===== src/rtl/fifo_burst_reader.sv =====
// fifo_burst_reader: pulls an N-word burst from a FIFO read port and replays
// it on a valid/ready stream. A FIFO read returns data one cycle after rd_en,
// and rd_val=0 means the FIFO was empty, so that word is requested again.
// Ports: clk, reset (async, active high); cmd_valid/cmd_len/cmd_ready burst
// command; busy; fifo_rd_en/fifo_rd_data/fifo_rd_val FIFO read side;
// m_data/m_valid/m_ready/m_last output stream; done one-cycle completion pulse.
module fifo_burst_reader #(
    parameter int DATA_WIDTH = 8,
    parameter int LEN_WIDTH  = 8,
    parameter int BUF_DEPTH  = 3
) (
    input  logic                  clk,
    input  logic                  reset,
    input  logic                  cmd_valid,
    input  logic [LEN_WIDTH-1:0]  cmd_len,
    output logic                  cmd_ready,
    output logic                  busy,
    output logic                  fifo_rd_en,
    input  logic [DATA_WIDTH-1:0] fifo_rd_data,
    input  logic                  fifo_rd_val,
    output logic [DATA_WIDTH-1:0] m_data,
    output logic                  m_valid,
    input  logic                  m_ready,
    output logic                  m_last,
    output logic                  done
);
    localparam int CW = $clog2(BUF_DEPTH + 1);
    localparam int PW = (BUF_DEPTH > 1) ? $clog2(BUF_DEPTH) : 1;
    localparam logic [CW:0] DEPTH_C = (CW + 1)'(BUF_DEPTH);
    localparam logic [PW-1:0] LAST_PTR = PW'(BUF_DEPTH - 1);

    localparam logic [0:0] IDLE = 1'b0;
    localparam logic [0:0] RUN  = 1'b1;

    logic [0:0]            state;
    logic [LEN_WIDTH-1:0]  rcv_left;
    logic [LEN_WIDTH-1:0]  out_left;
    logic                  inflight;
    logic [DATA_WIDTH-1:0] mem [BUF_DEPTH];
    logic [PW-1:0]         rd_ptr;
    logic [PW-1:0]         wr_ptr;
    logic [CW-1:0]         buf_count;
    logic [CW:0]           committed;
    logic                  push;
    logic                  pop;
    logic                  accept;
    logic                  finish;

    function automatic logic [PW-1:0] ptr_next(input logic [PW-1:0] p);
        return (p == LAST_PTR) ? '0 : p + 1'b1;
    endfunction

    // Slots already spoken for: buffered words plus the one read in flight.
    // Requests only go out when the reply is guaranteed a slot, so the
    // request never depends on m_ready.
    assign committed  = (CW + 1)'(buf_count) + (CW + 1)'(inflight);
    assign fifo_rd_en = (state == RUN)
                      && (rcv_left > LEN_WIDTH'(inflight))
                      && (committed < DEPTH_C);

    assign cmd_ready = (state == IDLE);
    assign busy      = (state == RUN);
    assign m_valid   = (buf_count != '0);
    assign m_data    = m_valid ? mem[rd_ptr] : '0;
    assign m_last    = m_valid && (out_left == LEN_WIDTH'(1));

    // FIFO reply lines hold stale values unless a read was issued last cycle.
    assign push   = inflight && fifo_rd_val;
    assign pop    = m_valid && m_ready;
    assign accept = (state == IDLE) && cmd_valid;
    assign finish = pop && (out_left == LEN_WIDTH'(1));

    always_ff @(posedge clk or posedge reset) begin
        if (reset) begin
            state     <= IDLE;
            rcv_left  <= '0;
            out_left  <= '0;
            inflight  <= 1'b0;
            rd_ptr    <= '0;
            wr_ptr    <= '0;
            buf_count <= '0;
            done      <= 1'b0;
        end else begin
            inflight <= fifo_rd_en;
            done     <= finish || (accept && (cmd_len == '0));

            if (push) begin
                wr_ptr <= ptr_next(wr_ptr);
            end
            if (pop) begin
                rd_ptr <= ptr_next(rd_ptr);
            end
            if (push && !pop) begin
                buf_count <= buf_count + 1'b1;
            end else if (pop && !push) begin
                buf_count <= buf_count - 1'b1;
            end

            case (state)
                IDLE: begin
                    if (accept && (cmd_len != '0)) begin
                        rcv_left <= cmd_len;
                        out_left <= cmd_len;
                        state    <= RUN;
                    end
                end
                RUN: begin
                    if (push) begin
                        rcv_left <= rcv_left - 1'b1;
                    end
                    if (pop) begin
                        out_left <= out_left - 1'b1;
                    end
                    if (finish) begin
                        state <= IDLE;
                    end
                end
                default: state <= IDLE;
            endcase
        end
    end

    always_ff @(posedge clk) begin
        if (push) begin
            mem[wr_ptr] <= fifo_rd_data;
        end
    end
endmodule


===== config.mk =====
export PLATFORM = sky130hd
export DESIGN_NAME = fifo_burst_reader
export DESIGN_NICKNAME = d
export VERILOG_FILES = /design/src/rtl/fifo_burst_reader.sv
export SDC_FILE = /design/constraint.sdc
export NUM_CORES = 1
export LEC_CHECK = 0
export BUFFER_PORTS_ARGS = -buffer_cell sky130_fd_sc_hd__buf_2
export CAP_MARGIN = 20
export CORE_AREA = 2 2 73 75
export CTS_BUF_LIST = sky130_fd_sc_hd__clkbuf_8
export DETAILED_ROUTE_END_ITERATION = 8
export DIE_AREA = 0 0 75 77
export PLACE_DENSITY = 0.7
export SLEW_MARGIN = 40
export SYNTH_ARGS = -nofsm -noshare
export SYNTH_HDL_FRONTEND = slang
export SYNTH_SLANG_ARGS = --single-unit

===== constraint.sdc =====
create_clock -name clk -period 1.72 [get_ports clk]
set_input_delay 0.086 -clock clk [delete_from_list [all_inputs] [get_ports clk]]
set_output_delay 0.086 -clock clk [all_outputs]
set_load 0.02 [all_outputs]

==> results.json <==
{
  "status": "complete, but fails checks",
  "violations": "setup timing",
  "cp-end-kind": "output pin",
  "htree_levels": 2,
  "grt_max_degree": 26,
  "cellPowerDensity_nw_per_um2": 1560,
  "nFillCells": 403,
  "path_class": "flop to output pin",
  "core_sq_um": 4980,
  "synthesis.area_sq_um": 2450,
  "syn_avg_cell_area_sq_um": 11.3,
  "worstSetupStartpointType": "flop",
  "grt_pass1_wl_mm": 9.44,
  "grtUsageTotal": 0.215,
  "final_area_sq_um": 3170,
  "slew_headroom": 0.641,
  "pin_count": 35,
  "slew_violations": 0,
  "layout_common_cells": "buf_2 (32), buf_4 (31), nor2_1 (26)",
  "final_common_cell": "buf_2",
  "max_slew.worst_pin.slew_ns": 0.534,
  "clock_latency_ns": 0.31,
  "final_layout_size_suffix_gt1_frac": 0.338,
  "wl_per_cell_um": 15.4,
  "ir_worst_vdd_v": 0.00121,
  "synth-async-reset-ratio": 0.510,
  "dpl_cell_area_sq_um": 2840,
  "cts.sinks": 49,
  "wl_mm": 5.53,
  "hpwl_mm": 3.89,
  "syn_inst": 217,
  "yosysUniqueCellTypes": 52,
  "grt_pass1_vias": 1928,
  "cp.arrival_ns": 1.78,
  "num-nets-final": 317,
  "finalCritPeriodShare": 1.09,
  "rrSetupSlack_ns": 0.08,
  "antenna_found_initial": 0,
  "dr.pass1.iters": 4,
  "drc": 0,
  "port_buffers": 34,
  "clock-root-buffer": "clkbuf_8",
  "vias_per_cell": 5.56,
  "gp_congestion": 0.846,
  "syn_nets": 245,
  "fmax_mhz": 535,
  "cp_max_fo": 2,
  "die-area_sq_um": 5780,
  "cts_tree": "done",
  "diodes": 0,
  "setup_viol": 2,
  "cap_violations": 0,
  "final_core_util": 0.637,
  "vias": 2001,
  "post-place-ws_ns": 0.0482,
  "cp.required_ns": 1.63,
  "rows": 26,
  "setup_slack_ns": -0.149,
  "clock_tree.buffer_depth": 2,
  "die_h_um": 77,
  "grt_setup_unrepaired": "true",
  "ant_nets": 0,
  "start_util": 0.492,
  "min_period_ns": 1.87,
  "dr.first_iter.drc_count": 165,
  "die_x_um": 75,
  "numCtsBuffers": 5,
  "synth_edf_count": 24,
  "power.leakage_nw": 1.31,
  "synth_flop_cell": "dfrtp_1",
  "grt_overflow": 0,
  "hold_viol_final": 0,
  "clkTransAtPathRegs_ns": 0.10,
  "holdCritPathClass": "input pin to flop",
  "synth_seq_cells": 49,
  "synth_seq_area_share": 0.550,
  "synthToLayoutAreaGrowth_pct": 29.3,
  "ys_warn_count": 0,
  "finalClockSkew_ns": 0.00708
}
==> logic make-up (layout without fill, tap and decap cells) <==
logic type | count (synthesis) | in the layout | share of synthesized area
AOI/OAI and AO/OA | 59 | 59 | 0.172
xor gates and xnor gates | 4 | 4 | 0.0143
adders and majority gates | 7 | 7 | 0.0357
buffers and inverters | 17 | 90 | 0.0312
DFF | 49 | 49 | 0.550
muxes | 13 | 13 | 0.0536
and+or+nand+nor | 68 | 68 | 0.144
==> timing repair <==
action	in CTS	in global routing
buffers inserted	6	1
hold endpoints to repair	49	0
endpoints found under the setup margin	2	14
hold buffers	9	0
pin swaps	5	2
gates resized for setup	11	11
==> power breakdown <==
| group | leakage (nW) | internal, mW | switching [mW] |
|---|---|---|---|
| clock network | 0.0447 | 0.294 | 0.413 |
| registers | 0.501 | 1.58 | 0.279 |
| logic | 0.768 | 1.13 | 1.24 |
| total | 1.31 | 3.00 | 1.93 |
==> path summary, 6_finish.rpt <==
check                             from     endpoint  cells past startpoint
setup / recovery           out_left[4]       m_last                      4
hold / removal              cmd_len[6]  out_left[6]                      3
setup reg to reg           out_left[4]         busy                      5
hold reg to reg              rd_ptr[0]    rd_ptr[1]                      2
max in group asynchronous        reset    rd_ptr[0]                      4
min in group asynchronous        reset  out_left[7]                      4
==> final cells by class <==
type / instances / area (sq um) / share of cell area
clock buffer: 5 / 68.8 / 0.0217
clock inverter: 3 / 25.0 / 0.00790
inverter: 9 / 33.8 / 0.0107
multi-input combinational: 151 / 1110 / 0.350
sequential: 49 / 1350 / 0.426
tap: 70 / 87.6 / 0.0276
timing repair buffer: 73 / 494 / 0.156
==> synthesized netlist by cell type, types with 2 or more instances <==
| master | instances | share of area |
|---|---|---|
| edfxtp_1 | 24 | 0.29 |
| a21boi_0 | 2 | 0.0061 |
| nor2_1 | 27 | 0.041 |
| nor4_1 | 4 | 0.010 |
| inv_2 | 2 | 0.0031 |
| nor3_1 | 8 | 0.016 |
| nand2b_1 | 2 | 0.0051 |
| or3_1 | 3 | 0.0077 |
| ha_1 | 7 | 0.036 |
| a21o_1 | 3 | 0.0092 |
| or4_4 | 2 | 0.0092 |
| or4_1 | 2 | 0.0061 |
| nor3b_1 | 4 | 0.012 |
| a21oi_1 | 14 | 0.029 |
| buf_2 | 3 | 0.0061 |
| o211ai_1 | 2 | 0.0061 |
| nand3_1 | 3 | 0.0061 |
| clkbuf_1 | 2 | 0.0031 |
| mux2i_1 | 12 | 0.049 |
| xor2_1 | 3 | 0.011 |
| inv_1 | 7 | 0.011 |
| o31ai_1 | 2 | 0.0061 |
| a31oi_1 | 5 | 0.013 |
| nand2_1 | 8 | 0.012 |
| a221o_1 | 4 | 0.016 |
| dfrtp_1 | 25 | 0.26 |
| a2bb2oi_1 | 2 | 0.0072 |
| o21ai_0 | 8 | 0.016 |
| o22a_1 | 4 | 0.014 |
==> layer usage <==
metal | wire length (um) | vias up | track usage
met5 | 0 | - | 0
met4 | 58 | 0 | 0.0571
met3 | 219 | 5 | 0.0407
met2 | 2790 | 41 | 0.330
met1 | 2470 | 980 | 0.311
li1 | - | 975 | -
==> worst max-delay path, stage by stage (launching register included) <==
cell and delay, ns:
dfrtp_1 0.39, or4_4 0.55, nor4b_4 0.24, and2_4 0.18
buf_6 0.10
==> stage by stage <==
stage	setup TNS [ns]	hold slack [ns]	power, mW	std cells
after floorplan	0	0.113	3.22	217
after detailed placement	0	0.159	3.92	336
after global routing	-0.486	0.0636	5.32	360
after global placement	0	0.158	3.86	336
after CTS	-0.225	0.0746	4.86	359
final	-0.177	0.0781	4.94	360
==> state kept, by name, summed over array words and instances (netlist names), 2 cells and up <==
name	cells
buf_count	2
wr_ptr	2
rd_ptr	2
rcv_left	8
mem	24
out_left	8
Power figures use the tool's default switching activity.
